$ cat src/rtl/even_count_pkg.sv
// Shared types and defaults for the even up-counter.
// Latency: n/a (declarations only).
// Backpressure: n/a.
package even_count_pkg;

    localparam int DEF_WIDTH = 8;
    localparam int DEF_STEP  = 2;

    typedef enum logic [1:0] {
        S_IDLE = 2'd0,
        S_RUN  = 2'd1,
        S_HALT = 2'd2
    } state_t;

endpackage

$ cat src/rtl/even_term_cmp.sv
// Terminal-value compare: flags when the count equals the effective (even) limit.
// Latency: combinational.
// Backpressure: none.
module even_term_cmp #(
    parameter int WIDTH = 8
) (
    input  logic [WIDTH-1:0] out,
    input  logic [WIDTH-1:0] limit,
    output logic             hit
);

    logic [WIDTH-1:0] w_lim_even;
    logic [WIDTH-1:0] w_term;
    logic             w_unused_lim0;

    // Bit 0 of the limit is meaningless for an even counter.
    assign w_unused_lim0 = limit[0];
    assign w_lim_even    = {limit[WIDTH-1:1], 1'b0};

    // A zero limit means "run to the largest even value".
    assign w_term = (w_lim_even == '0) ? {{(WIDTH-1){1'b1}}, 1'b0} : w_lim_even;

    assign hit = (out == w_term);

endmodule

$ cat src/rtl/even_up_count.sv
// Even up-counter with IDLE/RUN/HALT control, load, wrap or halt at terminal.
// Latency: 1 cycle from enabled edge to updated count and pulses.
// Backpressure: none; en gates counting, stop/start/load act immediately.
module even_up_count
    import even_count_pkg::*;
#(
    parameter int WIDTH = DEF_WIDTH,
    parameter int STEP  = DEF_STEP
) (
    input  logic             clk,
    input  logic             rst,
    input  logic             en,
    input  logic             start,
    input  logic             stop,
    input  logic             load,
    input  logic [WIDTH-1:0] load_val,
    input  logic [WIDTH-1:0] limit,
    input  logic             wrap_en,
    output logic [WIDTH-1:0] out,
    output logic             busy,
    output logic             tc,
    output logic             done
);

    // Increment forced even so the count can never acquire an odd bit.
    localparam logic [WIDTH-1:0] STEP_V = WIDTH'(STEP) & {{(WIDTH-1){1'b1}}, 1'b0};

    state_t           r_state;
    logic [WIDTH-1:0] r_out;
    logic             r_busy;
    logic             r_tc;
    logic             r_done;

    state_t           w_state_nx;
    logic [WIDTH-1:0] w_out_nx;
    logic             w_tc_nx;
    logic             w_done_nx;
    logic             w_hit;
    logic [WIDTH-1:0] w_inc;
    logic             w_unused_lv0;

    assign w_unused_lv0 = load_val[0];
    assign w_inc        = r_out + STEP_V;

    even_term_cmp #(
        .WIDTH (WIDTH)
    ) u_term_cmp (
        .out   (r_out),
        .limit (limit),
        .hit   (w_hit)
    );

    // Next state / next count, priority load > stop > start > count.
    always_comb begin
        w_state_nx = r_state;
        w_out_nx   = r_out;
        w_tc_nx    = 1'b0;
        w_done_nx  = 1'b0;
        if (load) begin
            w_out_nx = {load_val[WIDTH-1:1], 1'b0};
        end else if (stop) begin
            if (r_state == S_RUN) begin
                w_state_nx = S_IDLE;
            end
        end else if (start) begin
            w_out_nx   = '0;
            w_state_nx = S_RUN;
        end else if ((r_state == S_RUN) && en) begin
            if (w_hit) begin
                if (wrap_en) begin
                    w_out_nx = '0;
                    w_tc_nx  = 1'b1;
                end else begin
                    w_state_nx = S_HALT;
                    w_done_nx  = 1'b1;
                end
            end else begin
                // Overflow past the top wraps silently; only the terminal pulses tc.
                w_out_nx = w_inc;
            end
        end
    end

    // State, count and registered status outputs; reset drops any pending pulse.
    always_ff @(posedge clk) begin
        if (rst) begin
            r_state <= S_IDLE;
            r_out   <= '0;
            r_busy  <= 1'b0;
            r_tc    <= 1'b0;
            r_done  <= 1'b0;
        end else begin
            r_state <= w_state_nx;
            r_out   <= w_out_nx;
            r_busy  <= (w_state_nx == S_RUN);
            r_tc    <= w_tc_nx;
            r_done  <= w_done_nx;
        end
    end

    assign out  = r_out;
    assign busy = r_busy;
    assign tc   = r_tc;
    assign done = r_done;

endmodule

$ cat config.mk
export PLATFORM = sky130hd
export DESIGN_NAME = even_up_count
export DESIGN_NICKNAME = d
export VERILOG_FILES = /design/src/rtl/even_count_pkg.sv /design/src/rtl/even_term_cmp.sv /design/src/rtl/even_up_count.sv
export SDC_FILE = /design/constraint.sdc
export NUM_CORES = 1
export LEC_CHECK = 0
export CORE_MARGIN = 2
export CORE_UTILIZATION = 44
export DETAILED_ROUTE_END_ITERATION = 6
export HOLD_SLACK_MARGIN = 0.12
export PLACE_DENSITY = 0.86
export SYNTH_ARGS = -nofsm -noshare
export SYNTH_HDL_FRONTEND = slang
export SYNTH_SLANG_ARGS = --single-unit
$ cat constraint.sdc
create_clock -name clk -period 3.2 [get_ports clk]
set_input_delay 0.96 -clock clk [delete_from_list [all_inputs] [get_ports clk]]
set_output_delay 0.96 -clock clk [all_outputs]
set_load 0.01 [all_outputs]
==> flow_summary.json <==
{
  "pre_cts_ws_ns": -0.0449,
  "synth_xor_area_share_pct": 3.56,
  "timing_hold_violations_final": 0,
  "postLayoutCellArea_sq_mm": 0.00138,
  "final_cell_mix": "31 x clkdlybuf4s50_1, 13 x dfxtp_1, 12 x nand2_1, 10 x nor2_1, 8 x buf_4",
  "slew-limit-headroom_pct": 67.1,
  "rsz0062_at_grt": "false",
  "critical_path_class": "in2reg",
  "arrival_ns": 3.12,
  "place_congestion": 0.796,
  "ys_warn_count": 0,
  "wire_per_inst_microns": 15.3,
  "ios": 34,
  "worst_setup_path_end_kind": "flop",
  "total_leakage_power_nw": 0.486,
  "postCtsSetupRepairBufs": 0,
  "initial_core_util_pct": 45.4,
  "cts.sinks": 13,
  "wirelength_mm": 2.84,
  "place_area_sq_mm": 0.00136,
  "yosysSeqAreaShare_pct": 26.4,
  "synth_fp_nets": 144,
  "drc": 0,
  "fp.dieH_microns": 51.3,
  "synth_compound_area_share_pct": 33.4,
  "hold_path_class": "reg2reg",
  "synth_area_sq_um": 985,
  "clock.fmax_mhz": 337,
  "hold_buffers": 0,
  "dp_hpwl_mm": 2.14,
  "synth_edf_count": 0,
  "final_util_pct": 63.7,
  "fill_cells": 198,
  "outcome": "completed",
  "fin_nets": 182,
  "core_area_sq_mm": 0.00217,
  "ys_seq_elements": 13,
  "synth_simple_gate_area_share_pct": 29.6,
  "synthArstFlopShare_pct": 0,
  "worst_slack_ns": 0.229,
  "numCtsBuffers": 3,
  "synth_flop_cell": "dfxtp_1",
  "first_iter_violations": 63,
  "synth_adder_area_share_pct": 1.27,
  "syn_inst": 120,
  "grt_pass1_wl_mm": 4.68,
  "vdd_drop_max_mv": 0.205,
  "clkTransAtPathRegs_ns": 0.09,
  "clock_skew_ns": 0.00850,
  "worstPathMaxFanout": 7,
  "antenna_left": 0,
  "syn_to_final_growth_pct": 40.4,
  "start_kind": "primary input",
  "setup_tns_ns": 0,
  "rows": 17,
  "io_buffer_count": 31,
  "worst_pin_slew_ns": 0.492,
  "cap_violations": 0,
  "clk_path_buf_depth": 2,
  "cellPowerDensity_mw_per_mm2": 289,
  "fin_crit_sh_pct": 92.9,
  "dieArea_sq_mm": 0.00263,
  "synth_top_family_by_area": "compound AO/OA/AOI/OAI gates",
  "avgSynthCellArea_sq_um": 8.21,
  "groute.usage.overall_pct": 23.0,
  "grt_pass1_vias": 1068,
  "synthMuxAreaShare_pct": 0,
  "clk_latency_ns": 0.28,
  "grt_max_degree": 13,
  "avgViaCountPerCell": 6.31,
  "antenna_found_initial": 0,
  "yosysUniqueCellTypes": 44,
  "cts_root_buf": "clkbuf_4",
  "drv_slew": 0,
  "drive_gt1_share_pct": 14.0,
  "diodes": 0,
  "cts_resized": 0,
  "critical_path_required_ns": 3.35,
  "cts_tree": "built",
  "htree_levels": 1,
  "chipWidth_microns": 51.3,
  "firstDrtPassIters": 4,
  "power_w": 0.000399,
  "gr-total-overflow": 0,
  "num_vias": 1168,
  "period_needed_ns": 2.97,
  "layout_commonest_cell": "clkdlybuf4s50_1",
  "setup_viol": 0
}
## worst max-delay path, cell delays in order
cell	delay (ns)
clkdlybuf4s50_1	0.53
nor4_2	0.38
a21oi_1	0.15
xor2_1	0.17
and4_4	0.21
a21o_1	0.24
a221oi_1	0.34
o32ai_1	0.13
## state kept, by name, summed over array words and instances (netlist names)
register  count
out           8
r_state       2
busy          1
done          1
tc            1
## cell usage after synthesis (all sizes together) (4+ instances only)
master	n	area (sq um)
o32ai	5	43.8
nand2	12	45.0
a221oi	5	43.8
nor3	6	41.3
nor2	10	37.5
nand3	4	20.0
a21oi	5	25.0
a211oi	4	47.5
dfxtp	13	260
nor4	5	37.5
a22oi	7	52.6
inv	6	22.5
## cell families after synthesis
kind of cell,count (synthesis)
and+or+nand+nor,51
AOI/OAI and AO/OA,39
DFF,13
buffers and inverters,12
xor gates and xnor gates,4
adders and majority gates,1
## path summary, 6_finish.rpt
check                 startpoint             endpoint  slack, ns  depth (start not counted)
max reg2reg  out[1]$_SDFFE_PP0P_  out[2]$_SDFFE_PP0P_       1.13                          7
max                     limit[5]  out[4]$_SDFFE_PP0P_       0.23                          8
min reg2reg  out[0]$_SDFFE_PP0P_  out[0]$_SDFFE_PP0P_       0.49                          2
min          out[0]$_SDFFE_PP0P_  out[0]$_SDFFE_PP0P_       0.49                          2
## routing by layer
layer | wire length (microns) | GRT usage (%)
met4 | 89 | 10.1
met5 | 0 | 0
met2 | 1420 | 40.9
met3 | 257 | 2.92
met1 | 1060 | 27.6
## metrics by stage
stage / hold slack (ns) / std cells
2_1_floorplan: 0.468 / 120
6_report: 0.492 / 185
3_5_place_dp: 0.486 / 181
4_1_cts: 0.498 / 185
3_3_place_gp: 0.470 / 181
5_1_grt: 0.530 / 185
## power breakdown
group	switching [W]	internal (W)
clock	0.0000568	0.0000483
combinational	0.0000529	0.0000626
sequential	0.0000107	0.000168
total	0.000120	0.000279
## cell type report
| class | count | area, sq um | area share (%) |
|---|---|---|---|
| Clock buffer | 4 | 26.3 | 1.90 |
| Inverter | 6 | 22.5 | 1.63 |
| Multi-Input combinational cell | 95 | 668 | 48.3 |
| Sequential cell | 13 | 260 | 18.8 |
| Tap cell | 28 | 35.0 | 2.53 |
| Timing Repair Buffer | 39 | 370 | 26.8 |
(Power assumes the default switching activity.)
